<file path="src/rtl/wishbone_rr_arbiter.sv">
// Round-robin arbiter sharing one pipelined Wishbone B4 target among several initiators.
// The winner keeps the bus for its whole CYC; an optional watchdog aborts a silent target.
module wishbone_rr_arbiter #(
    parameter int NumInitiators  = 2,
    parameter int AddressWidth   = 16,
    parameter int DataWidth      = 8,
    parameter int Granularity    = 8,
    parameter int MaxOutstanding = 4,
    parameter int TimeoutCycles  = 0,
    localparam int SelWidth      = DataWidth / Granularity
) (
    input  logic                                  CLK,
    input  logic                                  RST,
    input  logic [NumInitiators-1:0]              I_CYC,
    input  logic [NumInitiators-1:0]              I_STB,
    input  logic [NumInitiators-1:0]              I_WE,
    input  logic [NumInitiators-1:0]              I_LOCK,
    input  logic [NumInitiators*AddressWidth-1:0] I_ADDR,
    input  logic [NumInitiators*DataWidth-1:0]    I_DAT_W,
    input  logic [NumInitiators*SelWidth-1:0]     I_SEL,
    output logic [NumInitiators-1:0]              I_STALL,
    output logic [NumInitiators-1:0]              I_ACK,
    output logic [NumInitiators-1:0]              I_ERR,
    output logic [NumInitiators-1:0]              I_RTY,
    output logic [DataWidth-1:0]                  I_DAT_R,
    output logic                                  T_CYC,
    output logic                                  T_STB,
    output logic                                  T_WE,
    output logic                                  T_LOCK,
    output logic [AddressWidth-1:0]               T_ADDR,
    output logic [DataWidth-1:0]                  T_DAT_W,
    output logic [SelWidth-1:0]                   T_SEL,
    input  logic                                  T_STALL,
    input  logic                                  T_ACK,
    input  logic                                  T_ERR,
    input  logic                                  T_RTY,
    input  logic [DataWidth-1:0]                  T_DAT_R
);

    localparam int GrantWidth = $clog2(NumInitiators);
    localparam int SumWidth   = GrantWidth + 1;
    localparam int CntWidth   = $clog2(MaxOutstanding + 1);
    localparam int TimerWidth = (TimeoutCycles > 1) ? $clog2(TimeoutCycles) : 1;

    localparam logic [1:0] ST_IDLE  = 2'd0;
    localparam logic [1:0] ST_OWNED = 2'd1;
    localparam logic [1:0] ST_ABORT = 2'd2;

    logic [1:0]            r_state;
    logic [GrantWidth-1:0] r_grant;
    logic [GrantWidth-1:0] r_ptr;
    logic [CntWidth-1:0]   r_outst;
    logic [TimerWidth-1:0] r_timer;

    logic [AddressWidth-1:0] w_addr_arr [NumInitiators];
    logic [DataWidth-1:0]    w_datw_arr [NumInitiators];
    logic [SelWidth-1:0]     w_sel_arr  [NumInitiators];
    logic [GrantWidth-1:0]   w_chain    [NumInitiators+1];

    logic [NumInitiators-1:0] w_rot;
    logic [NumInitiators-1:0] w_sel;
    logic [GrantWidth-1:0]    w_winner;
    logic [GrantWidth-1:0]    w_ptr_inc;
    logic [CntWidth-1:0]      w_outst_nxt;
    logic [TimerWidth-1:0]    w_timer_nxt;
    logic                     w_any;
    logic                     w_owned;
    logic                     w_cyc_g;
    logic                     w_stb_g;
    logic                     w_we_g;
    logic                     w_lock_g;
    logic                     w_full;
    logic                     w_accept;
    logic                     w_term;
    logic                     w_timeout;

    // Request vector rotated so bit 0 is the initiator at the pointer.
    assign w_rot = NumInitiators'({I_CYC, I_CYC} >> r_ptr);
    assign w_any = |I_CYC;
    assign w_chain[NumInitiators] = '0;

    for (genvar i = 0; i < NumInitiators; i++) begin : g_slice
        logic [SumWidth-1:0] w_sum;

        assign w_addr_arr[i] = I_ADDR[i*AddressWidth +: AddressWidth];
        assign w_datw_arr[i] = I_DAT_W[i*DataWidth +: DataWidth];
        assign w_sel_arr[i]  = I_SEL[i*SelWidth +: SelWidth];

        // Lowest rotated position wins; w_sum maps it back to an absolute index.
        assign w_sum      = SumWidth'(r_ptr) + SumWidth'(i);
        assign w_chain[i] = w_rot[i]
                          ? GrantWidth'((w_sum >= SumWidth'(NumInitiators))
                                        ? w_sum - SumWidth'(NumInitiators) : w_sum)
                          : w_chain[i+1];

        assign w_sel[i]   = w_owned & (r_grant == GrantWidth'(i));
        assign I_STALL[i] = ~w_sel[i] | T_STALL | w_full;
        assign I_ACK[i]   = w_sel[i] & T_ACK;
        assign I_ERR[i]   = w_sel[i] & (T_ERR | w_timeout);
        assign I_RTY[i]   = w_sel[i] & T_RTY;
    end

    assign w_winner  = w_chain[0];
    assign w_ptr_inc = (r_grant == GrantWidth'(NumInitiators - 1)) ? '0
                     : r_grant + GrantWidth'(1);

    assign w_owned  = (r_state == ST_OWNED);
    assign w_cyc_g  = I_CYC[r_grant];
    assign w_stb_g  = I_STB[r_grant];
    assign w_we_g   = I_WE[r_grant];
    assign w_lock_g = I_LOCK[r_grant];
    assign w_full   = (r_outst == CntWidth'(MaxOutstanding));

    assign T_CYC   = w_owned & w_cyc_g;
    assign T_STB   = w_owned & w_stb_g & ~w_full;
    assign T_WE    = w_owned & w_we_g;
    assign T_LOCK  = w_owned & w_lock_g;
    assign T_ADDR  = w_owned ? w_addr_arr[r_grant] : '0;
    assign T_DAT_W = w_owned ? w_datw_arr[r_grant] : '0;
    assign T_SEL   = w_owned ? w_sel_arr[r_grant]  : '0;
    assign I_DAT_R = T_DAT_R;

    assign w_accept = T_STB & ~T_STALL;
    assign w_term   = w_owned & (T_ACK | T_ERR | T_RTY);

    // Fires in the cycle the silent count reaches its limit; the error pulse is this cycle.
    assign w_timeout = (TimeoutCycles > 0) && w_owned && w_cyc_g && (r_outst != '0)
                    && !w_term && !w_accept
                    && (r_timer == TimerWidth'(TimeoutCycles - 1));

    always_comb begin
        w_outst_nxt = r_outst;
        if (w_accept && !(w_term && r_outst != '0))
            w_outst_nxt = r_outst + CntWidth'(1);
        else if (!w_accept && w_term && r_outst != '0)
            w_outst_nxt = r_outst - CntWidth'(1);
    end

    always_comb begin
        w_timer_nxt = r_timer;
        if (w_accept || w_term)
            w_timer_nxt = '0;
        else if (r_outst != '0)
            w_timer_nxt = r_timer + TimerWidth'(1);
    end

    always_ff @(posedge CLK or negedge RST) begin
        if (!RST) begin
            r_state <= ST_IDLE;
            r_grant <= '0;
            r_ptr   <= '0;
            r_outst <= '0;
            r_timer <= '0;
        end else begin
            case (r_state)
                ST_IDLE: begin
                    if (w_any) begin
                        r_state <= ST_OWNED;
                        r_grant <= w_winner;
                        r_outst <= '0;
                        r_timer <= '0;
                    end
                end
                ST_OWNED: begin
                    if (!w_cyc_g) begin
                        r_state <= ST_IDLE;
                        r_ptr   <= w_ptr_inc;
                        r_outst <= '0;
                        r_timer <= '0;
                    end else if (w_timeout) begin
                        r_state <= ST_ABORT;
                        r_outst <= '0;
                        r_timer <= '0;
                    end else begin
                        r_outst <= w_outst_nxt;
                        r_timer <= w_timer_nxt;
                    end
                end
                ST_ABORT: begin
                    if (!w_cyc_g) begin
                        r_state <= ST_IDLE;
                        r_ptr   <= w_ptr_inc;
                    end
                end
                default: r_state <= ST_IDLE;
            endcase
        end
    end

endmodule

</file>
<file path="config.mk">
export PLATFORM = sky130hd
export DESIGN_NAME = wishbone_rr_arbiter
export DESIGN_NICKNAME = d
export VERILOG_FILES = /design/src/rtl/wishbone_rr_arbiter.sv
export SDC_FILE = /design/constraint.sdc
export NUM_CORES = 1
export LEC_CHECK = 0
export CORE_MARGIN = 4
export CORE_UTILIZATION = 28
export CTS_BUF_LIST = sky130_fd_sc_hd__clkbuf_8
export DETAILED_ROUTE_END_ITERATION = 12
export GPL_ROUTABILITY_DRIVEN = 0
export PLACE_DENSITY_LB_ADDON = 0.1
export SYNTH_ARGS = -nofsm -noshare
export SYNTH_HDL_FRONTEND = slang
export SYNTH_SLANG_ARGS = --single-unit
export TNS_END_PERCENT = 20
</file>
<file path="constraint.sdc">
create_clock -name CLK -period 4.14 [get_ports CLK]
set_input_delay 0.414 -clock CLK [delete_from_list [all_inputs] [get_ports CLK]]
set_output_delay 0.414 -clock CLK [all_outputs]
set_load 0.02 [all_outputs]
</file>
# ---- Word-level counts from Yosys, hierarchy flattened
# Cells that the tools add are included.
dict set report totals {
  reg_bits 7
  inputBits 72
  out_inout_bits 45
  wordCells 97
}
dict set report op_classes {
  n_addsub 6
  magnitude_cmp 4
  n_eq_ne 6
  shift 1
  n_mux 33
  n_bitwise 28
  n_reduce_logical 15
}
# cell count
set ops {}
lappend ops {{2-to-1 mux 16 bit} 4}
lappend ops {{2-to-1 mux 8 bit} 4}
lappend ops {{2-to-1 mux 1 bit} 17}
lappend ops {{AND 1 bit} 15}
lappend ops {{2-to-1 mux 3 bit} 4}
lappend ops {{NOT 1 bit} 6}
lappend ops {{bitwise OR 1 bit} 6}
lappend ops {{case mux 3 bit (2 select lines)} 1}
lappend ops {{AND reduction 2 bit} 3}
lappend ops {{>= comparator 2 bit (second input constant)} 2}
lappend ops {{logical AND 1 bit} 4}
lappend ops {{2-to-1 mux 2 bit} 2}
lappend ops {{!= test 2 bit (second input constant)} 2}
lappend ops {{!= test 4 x 2 -> 1 bit (second input constant)} 1}
lappend ops {{case mux 2 bit (2 select lines)} 1}
lappend ops {{OR reduction 2 bit} 2}
lappend ops {{>> shifter 4 x 1 -> 2 bit} 1}
lappend ops {{adder 3 x 1 -> 3 bit (second input constant)} 1}
lappend ops {{equality test 3 bit (second input constant)} 1}
lappend ops {{AND reduction 3 bit} 1}
lappend ops {{nonzero test 3 bit} 1}
lappend ops {{subtractor 3 x 1 -> 3 bit (second input constant)} 1}
lappend ops {{adder 1 x 1 -> 2 bit (second input constant)} 1}
lappend ops {{equality test 2 x 1 -> 1 bit (second input constant)} 1}
lappend ops {{other kinds (9)} 11}

# ---- Longest topological paths before layout
# Gate-level depths: netlist of the first run.
dict set report logic_depth {
  depth_word 12
  ltp_mapped 7
  depth_no_buf 7
}

# ---- Worst setup path before layout of the first run
# No wires, ideal clock.
dict set report synth_timing {
  kind {flip-flop to flip-flop}
  startpoint {register r_state[0]}
  endpoint {register r_outst[2]}
  setup_ns 0.125
  arrival_ns 2.294
  required_ns 4.015
  setup_slack_ns 1.721
  stages_incl_launch_ff 8
  path_buffers 0
  synth_period_minus_slack_ns 2.419
  cell_sequence {dfrtp_1 -> inv_2 -> nor3_1 -> nor2b_1 -> fa_1 -> or3b_1 -> a31o_1 -> mux2_2}
}
dict set report synth_between {
  elab_chain_len 9
  elab_cells_between_ends 19
  cone_classes {eq/ne: 3; mux: 3; bitwise: 4; reduce/logical: 9}
}
# element line
set synth_lines {}
lappend synth_lines {{start: declaration} 49} ;# logic [1:0] r_state;
lappend synth_lines {{start signal: assignment} 149} ;# r_state <= ST_IDLE;
lappend synth_lines {{start signal: assignment} 158} ;# r_state <= ST_OWNED;
lappend synth_lines {{start signal: assignment} 166} ;# r_state <= ST_IDLE;
lappend synth_lines {{equality test 2 x 1 -> 1 bit} {107, 155}}
lappend synth_lines {{AND 1 bit (2 in a row)} 115} ;# assign T_STB = w_owned & w_stb_g & ~w_full;
lappend synth_lines {{AND 1 bit} 123} ;# assign w_accept = T_STB & ~T_STALL;
lappend synth_lines {{zero test 1 bit} 135} ;# else if (!w_accept && w_term && r_outst != '0)
lappend synth_lines {{logical AND 1 bit (2 in a row)} 135}
lappend synth_lines {{!= test 4 x 2 -> 1 bit (no source line)} --}
lappend synth_lines {{AND reduction 3 bit (no source line)} --}
lappend synth_lines {{end signal: assignment} 175} ;# r_outst <= w_outst_nxt;
lappend synth_lines {{end: declaration} 52} ;# logic [CntWidth-1:0] r_outst;
# Several ways; a longest one is shown, not always the timed one.
# A chain may end at the register's enable or synchronous reset.

# ---- Worst setup path in the final report of the first run
# Same ends and word-level chain as after synthesis.

==> results of run 1 <==
## cell families (layout without fill, tap and decap cells)
family	Yosys count	count (layout)	share of synthesized area, %
AOI/OAI and AO/OA	12	12	7.515
xor gates and xnor gates	2	2	1.913
and+or+nand+nor	53	53	27.87
buffers and inverters	19	109	11.20
muxes	30	30	32.92
adders and majority gates	1	1	2.186
DFF	6	6	16.39
## worst max-delay path, delay by kind of cell, from the launching register on
family / cells / cell delay, ps
multiplexers: 1 / 250
AND/OR/NAND/NOR: 3 / 1120
AO/OA/AOI/OAI: 1 / 220
flip-flops: 1 / 460
buffers and inverters: 1 / 290
adder cells (fa/ha/maj): 1 / 400
## placed cells by master (no fill, tap or decap)
cell             count
clkdlybuf4s50_1    100
nor2_1              31
mux2i_1             29
nor3_1               5
dfrtp_1              5
inv_1                4
nand2_1              4
a21oi_1              4
o21ai_0              4
and2_1               3
and3_1               3
clkbuf_8             3
nand3_1              2
inv_2                1
nor3b_1              1
nor4_4               1
nor2b_1              1
nand3b_1             1
or3b_1               1
a21boi_0             1
a31o_1               1
mux2_2               1
xor2_1               1
xnor2_1              1
o22ai_1              1
a31oi_1              1
fa_1                 1
buf_4                1
dfrtp_2              1
## stage by stage
stage | utilization [%] | power, uW | hold slack (ps) | area [um^2]
after global placement | 61.01 | 943.6 | 521.0 | 1893
after detailed placement | 61.01 | 961.0 | 548.8 | 1893
final | 62.46 | 1049 | 426.6 | 1938
after floorplan | - | 621.1 | 118.4 | 915.9
after CTS | 62.46 | 1061 | 442.8 | 1938
after global routing | 62.46 | 1127 | 455.0 | 1938
## cell type report
cell class              instances  area share, %
flip-flops and latches          6          7.811
clock buffers                   3          2.130
multi-input cells              98          34.22
repair buffers                101          52.03
clock inverters                 1         0.1937
inverters                       4         0.7747
well taps                      44          2.841
## flip-flops by register name, indices dropped and copies added, names as in the netlist
name / flops
r_ptr: 1
r_outst: 3
r_grant: 1
r_state: 1
## power by group through the flow
stage          logic [uW]  clock network [uW]  registers (uW)
4_1_cts               858                95.2             108
3_5_place_dp          853                   0             108
5_1_grt               914                99.9             113
2_1_floorplan         520                   0             102
6_report              848                93.7             108
3_3_place_gp          837                   0             107
## per-layer routing
layer | share of wire [%] | vias to the layer above | track usage, %
met3 | 11 | 6 | 8.547
li1 | - | 595 | -
met4 | 1.2 | 0 | 3.886
met5 | 0 | - | 0
met1 | 35 | 553 | 18.28
met2 | 52 | 63 | 32.74
## final timing paths
path | from | endpoint | slack (ps)
max reg2reg | r_state[0] | r_outst[2] | 1270
min | RST | r_ptr | 430
min reg2reg | r_outst[2] | r_outst[2] | 560
max | r_state[0] | r_outst[2] | 1270
max in group asynchronous | RST | r_grant | 3480
min in group CLK | r_outst[2] | r_outst[2] | 560
==> results.md, run 1 <==
- Avg Synthesized Cell Area: ~7.4 um^2
- Count of pins over their slew limit: 0
- Count leader, synth: nor2_1
- Final hold viol count: 0
- Sequential share of power: between 10% and 20%
- Slowest stage delay, CP: between 500 and 600 ps
- #FFs+latches synth: 6
- Drt total wl: approximately 4000 um
- Clock power share: 8.9%
- Die X: between 60 and 70 um
- Register area share after synthesis: roughly 16%
- Rows: 20
- Drt via density: 4.735
- Root Buffer: clkbuf_8
- Synth area leaders: mux2i_1, dfrtp_1, nor2_1
- DRT iter0 DRCs: 76
- Vias in the first global route: roughly 1300
- YS warnings: 0
- Sequential Area: between 150 and 200 um^2
- Worst setup path class: flop to flop
- Final worst-path cycle share: just under 70%
- Req. time, crit path: 4250 ps
- Input/output buffers: 100
- Htree depth: 1
- Clk sinks: 6
- Initial antenna violation count: 0
- Post CTS Setup Buffer Count: 0
- Top cells by count, synth: nor2_1, mux2i_1, buf_4
- Total track usage: 17.88%
- Clock Latency Late Sink: approximately 230 ps
- Clk buf depth: 2
- Dpl hpwl: 3384 um
- Pleak: 0.0008373 uW
- Non-Filler Instances: ~260
- Power per cell area: 541.5 mW/mm^2
- Cell variety after synth: 29
- Cell taking the most area after synthesis: mux2i_1
- Num CTS Buffers: 3
- Layout cells sized above 1: about 3.8%
- Main flop type after synthesis: dfrtp_1
- Number of max-cap violations: 0
- Post-CTS Resized: 0
- Crit-path cells: inv_2 -> nor3_1 -> nor2b_1 -> fa_1 -> or3b_1 -> a31o_1 -> mux2_2
- DRC Markers: 0
- Setup WS post-layout: ~1300 ps
- Fin Setup TNS: 0 ps
- Logic gate share of total power: about 81%
- Min-Delay Path Class: input pin to asynchronous set/reset pin
- Switching share of power: a little under half
- Clk slew on worst S/H paths: ~40 ps
- CORE AREA: 0.003103 mm^2
- Max Freq: ~350 MHz
- N_diodes: 0
- Synth top area share: approximately a third
- Slew Limit Headroom: between 50% and 60%
- Largest net degree at the start of global routing: 38
- Worst slew pin tran: around 600 ps
- Worst-case reg-to-reg path depth: 7
- Pre-CTS setup slack: between 1000 and 1500 ps
- Internal Power: about 550 uW
- Slowest stage cell, crit path: nor3_1
- Outcome: complete, no violations
- Setup crit end kind: flop
- Peak supply drop: between 0.0002 and 0.00025 V
- Cells after synthesis: around 120
- Startpoint Class: flop
- Crit-path max FO: 36
- # hold bufs at CTS: 0
- CTS tree: yes
- Area of the multi-input gates: around 660 um^2
- Fin crit period: 2875 ps
- Mapped Nets: approximately 200
- Die Y: between 60 and 70 um
- # fillers: around 300
- Synth Cell Area: around 920 um^2
- Starting Density: between 20% and 30%
- Unrepaired setup endpoints after global routing: false
- Ports: around 120
- Die area: between 0.004 and 0.005 mm^2
- DR pass1 iterations: 4
- Sw power: 495.4 uW
- Share of flip-flops with an asynchronous set or reset: between 90% and 100%
- Overflow after GRT: 0
- Clock Skew: just under 5 ps
- Total number of vias: about 1200
- Placed Instances: 253
- Setup violators final: 0
- WL/cell: between 15 and 20 um
- Fin nets: 287
- Number of synthesized flops with an enable pin: 0
- Post-DRT Antenna Nets: 0
- Area Growth Syn to Fin: 111.6%
- Global-route wire length before repair: 6023 um
- Critical path arrival: roughly 3000 ps
(Power assumes the default switching activity.)
==> run 2: changes to the inputs <==
- CORE_UTILIZATION: 28 -> 24
- clock period: 4.14 -> 2.5 ns (I/O delays scaled with it)
==> results.md, run 2 (synthesis gave the netlist of run 1 again) <==
- CTS tree: yes
- Worst slew pin tran: 380.6 ps
- Drt via density: about 4.6
- Max reg flops: 3
- Clock Latency Late Sink: 220 ps
- Sw power: around 810 uW
- Critical path startpoint: I_STB[1]
- Worst r2r dst: r_outst[2]
- Area of the multi-input gates: 663.1 um^2
- Layout cells sized above 1: between 6 and 7%
- Count of pins over their slew limit: 0
- Internal Power: 957.3 uW
- Initial antenna violation count: 0
- Power per cell area: about 890 mW/mm^2
- Final worst-path cycle share: a little over 90%
- DRT iter0 DRCs: 50
- Overflow after GRT: 0
- Unrepaired setup endpoints after global routing: false
- Peak supply drop: between 0.0004 and 0.0005 V
- Commonest non-fill, non-tap cell in the layout: clkdlybuf4s50_1
- # fillers: around 350
- Input/output buffers: 100
- Worst-case reg-to-reg path depth: 8
- Worst r2r src: r_outst[0]
- Sequential share of power: under 10%
- Largest net degree at the start of global routing: 38
- Die area: between 0.004 and 0.005 mm^2
- Slew Limit Headroom: about three quarters
- Htree depth: 1
- Req. time, crit path: approximately 2600 ps
- Min-Delay Path Class: input pin to asynchronous set/reset pin
- WL/cell: between 10 and 15 um
- Switching share of power: 45.89%
- Clk buf depth: 2
- Setup violators final: 0
- Outcome: complete, no violations
- CORE AREA: approximately 0.0037 mm^2
- Dpl hpwl: ~3100 um
- Fin nets: just under 300
- DR pass1 iterations: 4
- Post-DRT Antenna Nets: 0
- Die X: 69.78 um
- Global-route wire length before repair: 5699 um
- Fin crit period: between 2000 and 2500 ps
- DRC Markers: 0
- Max Freq: ~430 MHz
- Setup crit end kind: flop
- Rows: 22
- Final hold viol count: 0
- Startpoint Class: input pin
- N_diodes: 0
- R2R setup slack: between 150 and 200 ps
- Clk sinks: 6
- Sequential Area: between 150 and 200 um^2
- Die Y: 69.78 um
- Util after Layout: a little over half
- Total track usage: 14.19%
- Root Buffer: clkbuf_8
- Clk slew on worst S/H paths: approximately 40 ps
- Num CTS Buffers: 3
- Commonest non-fill, non-tap cells in the layout: clkdlybuf4s50_1, nor2_1, mux2i_1
- Drt total wl: about 3600 um
- Biggest register: r_outst
- Logic gate share of total power: roughly four fifths
- Total number of vias: ~1200
- Critical path arrival: between 2000 and 2500 ps
- Crit-path max FO: 2
- Number of max-cap violations: 0
- Area Growth Syn to Fin: 117.5%
- Ports: 117
- WHS: approximately 270 ps
- Pleak: around 0.00087 uW
- Starting Density: 25.02%
- Worst setup path class: input pin to flop
- Clock power share: under 10%
- Setup crit end: r_outst[2]
- Vias in the first global route: between 1000 and 1500
- Clock Skew: 5.326 ps
[run 2: changes by cell type in the layout (fill, tap and decap cells not counted), sizes merged]
cell  delta
buf      +6
[run 2: worst max-delay path: stages]
cell	delay (ps)
clkdlybuf4s50_1	400
mux2i_1	280
nor4_4	80
nor2b_1	140
fa_1	380
or3b_1	400
a31o_1	220
mux2_2	250
[run 2: through the flow]
| stage | TNS [ps] | area (um^2) | power, uW | std cells | setup slack (ps) |
|---|---|---|---|---|---|
| after floorplan | 0 | 915.9 | 1029 | 123 | 80.91 |
| after global placement | 0 | 1943 | 1605 | 263 | 2.355 |
| after detailed placement | -47.65 | 1943 | 1625 | 263 | -47.65 |
| after CTS | 0 | 1988 | 1785 | 267 | 77.91 |
| after global routing | 0 | 1992 | 1896 | 267 | 4.895 |
| final | 0 | 1992 | 1769 | 267 | 190.3 |
[run 2: worst min-delay path by stage]
stage          startpoint          to  slack [ps]  cells after the start
4_1_cts               RST  r_state[0]         290                      1
2_1_floorplan         RST     r_grant         -50                      0
3_3_place_gp   T_DAT_R[2]  I_DAT_R[2]         500                      0
5_1_grt               RST  r_state[0]         290                      1
3_5_place_dp   T_DAT_R[2]  I_DAT_R[2]         500                      0
6_report              RST  r_state[0]         270                      1
[run 2: repair_timing]
action	in CTS	in global routing
setup buffers	0	0
endpoints found under the setup margin	0	1
endpoints found under the hold margin	0	0
resized for setup	0	1
hold buffers	0	0
[run 2: area by class of cell]
type / count / area share, %
repair buffers: 107 / 53.08
multi-input cells: 98 / 33.29
flip-flops and latches: 6 / 7.600
well taps: 48 / 3.015
clock buffers: 3 / 2.073
inverters: 4 / 0.7538
clock inverters: 1 / 0.1884
[run 2: power by group through the flow]
| stage | clock, uW | sequential [uW] | combinational [uW] |
|---|---|---|---|
| 2_1_floorplan | 0 | 168 | 860 |
| 3_3_place_gp | 0 | 170 | 1440 |
| 3_5_place_dp | 0 | 173 | 1450 |
| 4_1_cts | 152 | 172 | 1460 |
| 5_1_grt | 158 | 178 | 1560 |
| 6_report | 148 | 174 | 1450 |
[run 2: per-layer routing]
layer	global-route usage, %	vias to the layer above	routed length (um)
li1	-	603	-
met1	15.03	563	1378
met2	25.29	51	1862
met3	6.087	9	356
met4	4.255	0	40
met5	0	-	0
